File: src/rtl/smc_row_pkg.sv
// rtl/smc_row_pkg.sv - op encodings and FSM state type for the SMC row sequencer
package smc_row_pkg;

  typedef enum logic [1:0] {
    OP_WR  = 2'b00,
    OP_RD  = 2'b01,
    OP_CLR = 2'b10,
    OP_RSV = 2'b11
  } op_e;

  typedef enum logic [3:0] {
    S_IDLE,
    S_CLR0,
    S_SH_SET,
    S_SH_PLS,
    S_REQ,
    S_WL,
    S_GAP,
    S_FILL_SET,
    S_FILL_PLS,
    S_CRST,
    S_CLR1,
    S_FIN
  } row_state_e;

endpackage

File: src/rtl/smc_dwell_cnt.sv
// rtl/smc_dwell_cnt.sv - load / count-down dwell counter with current and next zero flags
module smc_dwell_cnt #(
  parameter int W = 3
) (
  input  logic         clk,
  input  logic         rst,
  input  logic         load,
  input  logic [W-1:0] load_val,
  input  logic         dec,
  output logic         zero,
  output logic         next_zero
);

  logic [W-1:0] count;
  logic [W-1:0] count_d;

  always_comb begin
    count_d = count;
    if (load) begin
      count_d = load_val;
    end else if (dec && (count != '0)) begin
      count_d = count - W'(1);
    end
  end

  // next_zero lets the owner register a pulse that lands in the final dwell cycle
  assign zero      = (count == '0);
  assign next_zero = (count_d == '0);

  always_ff @(posedge clk) begin
    if (rst) begin
      count <= '0;
    end else begin
      count <= count_d;
    end
  end

endmodule

File: src/rtl/smc_row_seq.sv
// rtl/smc_row_seq.sv - walks one token down the row-select chain and strobes wordlines / frame clear
module smc_row_seq
  import smc_row_pkg::*;
#(
  parameter  int NUM_ROWS = 16,
  parameter  int WRT_CYC  = 4,
  localparam int ROW_W    = $clog2(NUM_ROWS)
) (
  input  logic             smc_clk,
  input  logic             smc_rst,
  input  logic             start,
  input  logic [1:0]       op,
  input  logic             abort,
  output logic             row_req,
  input  logic             row_ack,
  output logic             rd_sample,
  input  logic             smc_rsr_last,
  output logic             smc_rsr_in,
  output logic             smc_rsr_inc,
  output logic             rsr_rst,
  output logic             smc_write,
  output logic             cram_wl_en,
  output logic             cram_rst,
  output logic [ROW_W-1:0] row_idx,
  output logic             busy,
  output logic             done,
  output logic             err
);

  localparam int               CNT_W    = $clog2(WRT_CYC + 1);
  localparam logic [ROW_W-1:0] LAST_ROW = ROW_W'(NUM_ROWS - 1);
  localparam logic [CNT_W-1:0] DWELL_LD = CNT_W'(WRT_CYC - 1);

  row_state_e       state, state_d;
  op_e              op_q, op_d;
  logic             wl_first, wl_first_d;
  logic [ROW_W-1:0] row_idx_d;
  logic             err_d;
  logic             row_req_d, rd_sample_d, rsr_in_d, rsr_inc_d, rsr_rst_d;
  logic             write_d, wl_en_d, cram_rst_d, busy_d, done_d;
  logic             dwell_load, dwell_dec, dwell_zero, dwell_next_zero;

  smc_dwell_cnt #(.W(CNT_W)) u_dwell (
    .clk       (smc_clk),
    .rst       (smc_rst),
    .load      (dwell_load),
    .load_val  (DWELL_LD),
    .dec       (dwell_dec),
    .zero      (dwell_zero),
    .next_zero (dwell_next_zero)
  );

  always_comb begin
    state_d   = state;
    op_d      = op_q;
    row_idx_d = row_idx;
    err_d     = err;

    case (state)
      S_IDLE: begin
        if (start) begin
          if (op_e'(op) == OP_RSV) begin
            err_d   = 1'b1;
            state_d = S_FIN;
          end else begin
            op_d      = op_e'(op);
            err_d     = 1'b0;
            row_idx_d = '0;
            state_d   = S_CLR0;
          end
        end
      end
      S_CLR0:   state_d = (op_q == OP_CLR) ? S_FILL_SET : S_SH_SET;
      S_SH_SET: state_d = S_SH_PLS;
      S_SH_PLS: state_d = S_REQ;
      S_REQ:    if (row_ack) state_d = S_WL;
      S_WL: begin
        // token must sit at the chain end only while the final row is selected
        if (wl_first && ((row_idx == LAST_ROW) != smc_rsr_last)) err_d = 1'b1;
        if (dwell_zero) state_d = S_GAP;
      end
      S_GAP: begin
        if (row_idx < LAST_ROW) begin
          row_idx_d = row_idx + ROW_W'(1);
          state_d   = S_SH_SET;
        end else begin
          state_d = S_CLR1;
        end
      end
      S_FILL_SET: state_d = S_FILL_PLS;
      S_FILL_PLS: begin
        if (row_idx < LAST_ROW) begin
          row_idx_d = row_idx + ROW_W'(1);
          state_d   = S_FILL_SET;
        end else begin
          state_d = S_CRST;
        end
      end
      S_CRST:  if (dwell_zero) state_d = S_CLR1;
      S_CLR1:  state_d = S_FIN;
      S_FIN:   state_d = S_IDLE;
      default: state_d = S_IDLE;
    endcase

    if (abort && (state != S_IDLE) && (state != S_FIN)) begin
      err_d = 1'b1;
      if (state != S_CLR1) state_d = S_CLR1;
    end

    wl_first_d = (state_d == S_WL) && (state != S_WL);
    dwell_load = ((state_d == S_WL) && (state != S_WL)) ||
                 ((state_d == S_CRST) && (state != S_CRST));
    dwell_dec  = ((state == S_WL) || (state == S_CRST)) && (state_d == state);

    // outputs are decoded from the state being entered and then registered
    row_req_d   = (state_d == S_REQ);
    wl_en_d     = (state_d == S_WL);
    write_d     = (state_d == S_WL) && (op_q == OP_WR);
    rd_sample_d = (state_d == S_WL) && (op_q == OP_RD) && dwell_next_zero;
    rsr_inc_d   = (state_d == S_SH_PLS) || (state_d == S_FILL_PLS);
    rsr_in_d    = (((state_d == S_SH_SET) || (state_d == S_SH_PLS)) && (row_idx_d == '0)) ||
                  (state_d == S_FILL_SET) || (state_d == S_FILL_PLS);
    rsr_rst_d   = (state_d == S_CLR0) || (state_d == S_CLR1);
    cram_rst_d  = (state_d == S_CRST);
    busy_d      = (state_d != S_IDLE) && (state_d != S_FIN);
    done_d      = (state_d == S_FIN);
  end

  always_ff @(posedge smc_clk) begin
    if (smc_rst) begin
      state       <= S_IDLE;
      op_q        <= OP_WR;
      wl_first    <= 1'b0;
      row_idx     <= '0;
      err         <= 1'b0;
      row_req     <= 1'b0;
      rd_sample   <= 1'b0;
      smc_rsr_in  <= 1'b0;
      smc_rsr_inc <= 1'b0;
      rsr_rst     <= 1'b0;
      smc_write   <= 1'b0;
      cram_wl_en  <= 1'b0;
      cram_rst    <= 1'b0;
      busy        <= 1'b0;
      done        <= 1'b0;
    end else begin
      state       <= state_d;
      op_q        <= op_d;
      wl_first    <= wl_first_d;
      row_idx     <= row_idx_d;
      err         <= err_d;
      row_req     <= row_req_d;
      rd_sample   <= rd_sample_d;
      smc_rsr_in  <= rsr_in_d;
      smc_rsr_inc <= rsr_inc_d;
      rsr_rst     <= rsr_rst_d;
      smc_write   <= write_d;
      cram_wl_en  <= wl_en_d;
      cram_rst    <= cram_rst_d;
      busy        <= busy_d;
      done        <= done_d;
    end
  end

endmodule

File: config.mk
export PLATFORM = sky130hd
export DESIGN_NAME = smc_row_seq
export DESIGN_NICKNAME = d
export VERILOG_FILES = /design/src/rtl/smc_row_pkg.sv /design/src/rtl/smc_dwell_cnt.sv /design/src/rtl/smc_row_seq.sv
export SDC_FILE = /design/constraint.sdc
export NUM_CORES = 1
export LEC_CHECK = 0
export BUFFER_PORTS_ARGS = -buffer_cell sky130_fd_sc_hd__clkbuf_2
export CORE_MARGIN = 3
export CORE_UTILIZATION = 51
export CTS_BUF_LIST = sky130_fd_sc_hd__clkbuf_16
export DETAILED_ROUTE_END_ITERATION = 10
export MAX_ROUTING_LAYER = met4
export PLACE_DENSITY = 0.71
export RECOVER_POWER = 50
export SLEW_MARGIN = 20
export SYNTH_ARGS = -nofsm -noshare
export SYNTH_HDL_FRONTEND = slang
export SYNTH_HIERARCHICAL = 1
export SYNTH_SLANG_ARGS = --single-unit
File: constraint.sdc
create_clock -name smc_clk -period 5.66 [get_ports smc_clk]
set_input_delay 0.566 -clock smc_clk [delete_from_list [all_inputs] [get_ports smc_clk]]
set_output_delay 0.566 -clock smc_clk [all_outputs]
set_load 0.005 [all_outputs]
-- Word-level counts from Yosys, hierarchy flattened
Cells that the tools add are included.
- $add $sub $neg: 2
- magnitude comparators: 1
- equal/unequal tests: 33
- mux-type cells: 22
- bitwise operators: 1
- reduce and logical (&&, ||, !) cells: 31
- operators with widths (kind ; count):
    two-way mux 4 bit ; 12
    one-hot mux 4 bit (11 select lines) ; 1
    == test 4 bit (second input constant) ; 8
    == test 4 x 3 -> 1 bit (second input constant) ; 7
    == test 4 x 2 -> 1 bit (second input constant) ; 4
    != test 4 bit (second input constant) ; 4
    logical AND 1 bit ; 12
    two-way mux 3 bit ; 3
    == test 4 x 1 -> 1 bit (second input constant) ; 2
    logical NOT 4 bit ; 2
    one-hot mux 4 bit (2 select lines) ; 1
    nonzero test 4 bit ; 2
    logical OR 1 bit ; 7
    logical NOT 3 bit ; 2
    != test 3 bit (second input constant) ; 2
    AND reduction 3 bit ; 2
    nonzero test 3 bit ; 2
    adder 4 x 1 -> 4 bit (second input constant) ; 1
    == test 2 bit (second input constant) ; 2
    == test 4 bit ; 1
    < comparator 4 bit (second input constant) ; 1
    two-way mux 1 bit ; 4
    != test 4 x 3 -> 1 bit (second input constant) ; 1
    subtractor 3 x 1 -> 3 bit (second input constant) ; 1
    other kinds (6) ; 6
- bits in registers: 25
- input bits: 8
- output and inout port bits: 15
- logic and storage cells: 106

-- Longest topological paths before layout
- depth after elaboration: 13
- depth in mapped cells: 17
- mapped depth without buffers: 16

-- Cells and area by module
Netlist, hierarchy kept.
- by module, submodules not included (module ; instances ; cells an instance ; area an instance (um^2)):
    smc_row_seq ; 1 ; 150 ; 1242.4
    smc_dwell_cnt ; 1 ; 26 ; 244.0

-- Worst setup path before layout
OpenSTA, ideal clock, no wires.
- kind: reg-to-reg
- from: register u_dwell.count[0]
- to: register rd_sample
- library setup time: 0.088 ns
- arrival time: 2.739 ns
- data required time: 5.572 ns
- path slack: 2.833 ns
- cell stages (with the launch flop): 15
- path buffers: 0
- cell sequence: dfxtp_1 -> inv_1 -> ha_1 -> nand2b_4 -> inv_1 -> nand2b_1 -> a211o_1 -> nand3_1 -> a21boi_2 -> nand2_1 -> nor3_1 -> o21ai_0 -> nor3b_2 -> nand2_1 -> nor4_2
- elaborated cells between the ends (all ways): 21
- classes of those cells: 1 x add/sub; 3 x eq/ne; 7 x mux; 10 x reduce/logical
- RTL lines (element ; line ; text):
    start, declared ; smc_dwell_cnt.sv:14 ; logic [W-1:0] count;
    start signal, assigned ; smc_dwell_cnt.sv:34 ; count <= count_d;
    logical NOT 3 bit (*) ; smc_dwell_cnt.sv:27 ; assign zero = (count == '0);
    net dwell_zero ; smc_row_seq.sv:41 ; logic dwell_load, dwell_dec, dwell_zero, dwell_next_zero;
    two-way mux 4 bit (on tied branches) ; smc_row_seq.sv:99, smc_row_seq.sv:80 ;
    one-hot mux 4 bit (11 select lines) (*) ; smc_row_seq.sv:59 ; case (state)
    two-way mux 4 bit ; smc_row_seq.sv:107 ; if (state != S_CLR1) state_d = S_CLR1;
    two-way mux 4 bit (*) ; smc_row_seq.sv:105 ; if (abort && (state != S_IDLE) && (state != S_FIN)) begin
    == test 4 x 3 -> 1 bit / == test 4 bit (equally long branches) ; smc_row_seq.sv:111, smc_row_seq.sv:112 ;
    logical AND 1 bit (on tied branches) ; smc_row_seq.sv:111, smc_row_seq.sv:112 ;
    logical OR 1 bit (*) ; smc_row_seq.sv:111 ; dwell_load = ((state_d == S_WL) && (state != S_WL)) ||
    net dwell_load ; smc_row_seq.sv:41 ;
    two-way mux 3 bit (*) ; smc_dwell_cnt.sv:19 ; if (load) begin
    logical NOT 3 bit (*) ; smc_dwell_cnt.sv:28 ; assign next_zero = (count_d == '0);
    net dwell_next_zero ; smc_row_seq.sv:41 ;
    logical AND 1 bit (*) ; smc_row_seq.sv:119 ; rd_sample_d = (state_d == S_WL) && (op_q == OP_RD) && dwell_next_zero;
    end signal, assigned ; smc_row_seq.sv:153 ; rd_sample <= rd_sample_d;
    end, declared ; smc_row_seq.sv:16 ; output logic rd_sample,
Mark *: on every way through the listed nets, which the timed path passes. The rest lies on a longest branch.
A chain may end at the register's enable or synchronous reset.

-- Worst setup path after layout
- from: register state[3]
- to: register rd_sample
- elaborated cells between the ends (all ways): 39
- classes of those cells: 17 x eq/ne; 9 x mux; 13 x reduce/logical
- RTL lines (element ; line ; text):
    start, declared ; smc_row_seq.sv:34 ; row_state_e state, state_d;
    start signal, assigned ; smc_row_seq.sv:147 ; state <= state_d;
    == test 4 bit, or another cell as far along ; smc_row_seq.sv:59 ;
    one-hot mux 4 bit (11 select lines) / logical AND 1 bit (equally long branches) ; smc_row_seq.sv:59, smc_row_seq.sv:105 ;
    two-way mux 4 bit / logical AND 1 bit (equally long branches) ; smc_row_seq.sv:107, smc_row_seq.sv:105 ;
    two-way mux 4 bit ; smc_row_seq.sv:105 ;
    == test 4 x 3 -> 1 bit / == test 4 bit (equally long branches) ; smc_row_seq.sv:111, smc_row_seq.sv:112 ;
    logical AND 1 bit (on tied branches) ; smc_row_seq.sv:111, smc_row_seq.sv:112 ;
    logical OR 1 bit (*) ; smc_row_seq.sv:111 ;
    net dwell_load ; smc_row_seq.sv:41 ;
    two-way mux 3 bit (*) ; smc_dwell_cnt.sv:19 ;
    logical NOT 3 bit (*) ; smc_dwell_cnt.sv:28 ;
    net dwell_next_zero ; smc_row_seq.sv:41 ;
    logical AND 1 bit (*) ; smc_row_seq.sv:119 ;
Marks and branches as above.

==> parameters.txt <==
Parameter                              Value

Setup path
  Startpoint of the most critical register-to-register path ... state[3]$_SDFF_PP0_
  Critical Path Start Type ... register
  Most frequent cell on the critical path ... nand2_1
  Signal arrival time at the worst endpoint ... roughly 3600 ps
  Depth of the most critical reg-to-reg path ... 10
  Register-to-register setup slack ... around 2300 ps
  Worst Setup End Kind ... register
  Highest-delay cell along the critical path ... nor3_1
  Data required, critical path ... between 5000 and 6000 ps
  Critical path class ... reg -> reg
  Ordered cell list for the critical path ... or3_1 > a21o_1 > a2bb2oi_1 > and2_4 > nand2_1 > nor3_1 > o21ai_0 > nor3b_2 > nand2_1 > nor4_2
  Crit path max fanout ... 16
  Top delay family on crit path ... simple AND/OR/NAND/NOR gates
  Highest cell delay on the worst timing path ... ~700 ps
  Critical path buffer and inverter count ... 0
  Reg-to-Reg End ... rd_sample$_SDFF_PP0_

Logic synthesis
  Top post-synthesis cells by area ... dfxtp_1, nor2_1, nand2b_1
  Sequential cell area fraction in the yosys report ... about 34%
  Netlist area before placement ... between 1000 and 1500 sq um
  Area share of the largest cell type after synthesis ... between 30% and 40%
  Cell count after synthesis ... 176
  Async set or reset register ratio after synthesis ... 0%
  Leading area contributor after synthesis ... dfxtp_1
  Number of flops mapped to enable cells by yosys ... 0
  Number of warnings issued by yosys ... 6
  Synth Register Bits ... 25
  Synth cell types ... slightly below 60
  Main flop type after synthesis ... dfxtp_1
  Per-instance average area after synthesis ... about 8.4 sq um

Clocking
  CTS Root Cell ... clkbuf_16
  Post-CTS resize count ... 0
  Maximum clock insertion buffer count ... 2
  Clock latency on the worst-skew pair ... 260 ps
  CTS Buf Count ... 3
  Post-CTS setup buffer count ... 0
  Clock tree from TritonCTS ... done
  Hold-fix buffers at CTS ... 0
  Clock transition at the registers of the reported paths ... ~60 ps
  Clock H-tree levels ... 1
  Number of clock sinks ... 25

Global routing
  Via count of the first global-routing pass ... between 1000 and 1500
  Overall track demand over capacity in global routing ... approximately 23%
  Total gr overflow ... 0
  Pin count of the biggest net entering global routing ... 21
  Initial antenna violation count ... 0
  First-pass GRT wire length ... around 6000 um

Floorplan
  Num rows ... 18
  Die span in x ... roughly 60 um
  Effective utilization at floorplan ... around 57%
  Number of I/O pins ... 23
  Overall die height ... ~60 um
  Area of the die ... around 3600 sq um
  Core area ... between 2000 and 3000 sq um

Placed design
  Count of buffers inserted at the top-level ports ... 22
  Post-DP HPWL ... 2620 um
  Placer Congestion ... between 0.8 and 0.9

Final layout
  Count of antenna diodes in the layout ... 0
  Filler Cells Inserted ... approximately 240
  Layout Utilization ... about 63%
  Proportion of layout cells with a drive suffix above 1 ... between 15 and 20%
  Relative area change from synthesis to final layout ... 11.4%
  # nets final ... around 210

STA
  Maximum clock skew at final layout ... 4.30 ps
  Highest attainable clock frequency ... ~0.29 GHz
  Final number of max-transition violations ... 0
  Worst-case headroom to the max-slew limit ... 45.4%
  Final Setup Violations ... 0
  Min Clock Period, post-route ... around 3400 ps
  Measured slew at the worst slew-check pin ... 812 ps
  Post-route fraction of the period consumed by the critical path ... between 50% and 60%
  Final-report hold violation count ... 0
  Unrepaired setup endpoints after global routing ... no
  Final setup TNS ... 0 ps

Routing
  Post-route DRC ... 0
  DRT antenna net count ... 0
  Via density ... between 5 and 6
  Detailed-route via count ... about 1300
  Initial DRT Pass Iterations ... 4
  Routed length per instance ... roughly 15 um
  Total length of routed wires ... between 3000 and 4000 um
  Initial drt markers ... 101

Min path
  Tightest Hold Check Type ... reg -> reg
  Cell depth of the worst min-delay path ... 2
  Hold path start ... op_q[0]$_SDFFE_PP0P_
  Endpoint with the worst hold slack ... rd_sample$_SDFF_PP0_

Pwr
  Leak Pwr ... 0.650 nW
  Worst supply voltage drop on vdd ... between 300 and 400 uV
  Power per cell area ... around 550 nW/um^2

Run status
  Status ... finished clean

Job
  Max-capacitance violation count ... 0
==> final cells by class <==
type                       instances  area [sq um]  share of cell area [%]
tap                               30          37.5                    2.27
multi-input combinational        138           913                    55.2
clock buffer                       3          75.1                    4.54
sequential                        25           500                    30.2
inverter                           7          26.3                    1.59
timing repair buffer              22          98.8                    5.97
clock inverter                     1          3.75                   0.227
==> kinds of logic (layout without fill, tap and decap cells) <==
logic type / count (synthesis) / after routing / share of synthesized area [%]
simple gates: 86 / 86 / 34.1
compound gates: 41 / 41 / 21.6
xor+xnor: 1 / 1 / 0.589
fa+ha+maj: 3 / 3 / 2.53
mux: 4 / 4 / 2.69
flops: 25 / 25 / 33.7
other cells: 2 / 3 / 0.505
buf+inv: 14 / 33 / 4.29
==> worst reg2reg max path, stage by stage, from the launching register on <==
cell,delay [ps]
dfxtp_1,450
or3_1,440
a21o_1,170
a2bb2oi_1,380
and2_4,290
nand2_1,180
nor3_1,710
o21ai_0,280
nor3b_2,230
nand2_1,80
nor4_2,120
==> sequential cells by signal, summed over array words and instances (netlist names) <==
name	count
busy	1
cram_rst	1
cram_wl_en	1
done	1
err	1
op_q	2
rd_sample	1
row_idx	4
row_req	1
rsr_rst	1
smc_rsr_in	1
smc_rsr_inc	1
smc_write	1
state	4
u_dwell/count	3
wl_first	1
==> cell usage after synthesis, drive strengths merged (2+ instances only) <==
master  instances
a21o            2
ha              3
and2            3
a32o            2
a31oi           2
nand3           6
nor2b           5
nor2           21
inv             7
a21boi          3
nand2          11
nand2b         11
nand3b          2
nor4            5
o21ai           7
dfxtp          25
a21oi           7
conb            2
mux2i           4
buf             5
and3            3
o31ai           4
clkbuf          2
or2             2
a22oi           2
or3             3
nor3            7
==> worst max-delay path by stage <==
stage | startpoint | endpoint | slack [ps] | cells after the start
4_1_cts | state[0]$_SDFF_PP0_ | rd_sample$_SDFF_PP0_ | 2310 | 10
3_5_place_dp | state[0]$_SDFF_PP0_ | rd_sample$_SDFF_PP0_ | 2330 | 10
3_3_place_gp | state[0]$_SDFF_PP0_ | rd_sample$_SDFF_PP0_ | 2520 | 10
2_1_floorplan | u_dwell/count[0]$_SDFF_PP0_ | rd_sample$_SDFF_PP0_ | 2830 | 14
6_report | state[3]$_SDFF_PP0_ | rd_sample$_SDFF_PP0_ | 2270 | 10
5_1_grt | state[3]$_SDFF_PP0_ | rd_sample$_SDFF_PP0_ | 1900 | 10
==> placed cells by master, fill, tap and decap left out, types with 3 or more instances in the layout <==
master      n
clkbuf_1    9
nand3_1     6
and3_4      3
clkbuf_16   3
or3_1       3
conb_1      3
clkbuf_2   13
nor3_1      7
nor2b_1     5
dfxtp_1    25
nand2_1    10
a21oi_1     7
nor4_1      4
nor2_1     21
ha_1        3
o21ai_0     6
inv_1       7
mux2i_1     4
nand2b_1   10
==> per-layer routing <==
layer  vias to the layer above  track usage, %  routed length (um)
met3                         5            3.02                 205
li1                        675               -                   -
met2                        44            34.0                1510
met4                         0            6.65                  49
met1                       614            32.1                1720
met5                         -               -                   0
==> through the flow <==
step	power [W]	instances	setup slack (ps)	hold slack, ps	cell area (sq um)
floorplan	0.000665	177	2830	440	1490
global placement	0.000750	222	2520	472	1600
detailed placement	0.000765	222	2330	470	1600
CTS	0.000921	226	2310	478	1680
global route	0.000989	226	1900	510	1660
finish	0.000911	226	2270	475	1660
==> power by group <==
part	leakage, nW	internal, W	switching (W)
registers	0.204	0.000224	0.0000604
logic	0.404	0.000207	0.000268
clock network	0.0423	0.0000944	0.0000582
Power figures use the tool's default switching activity.
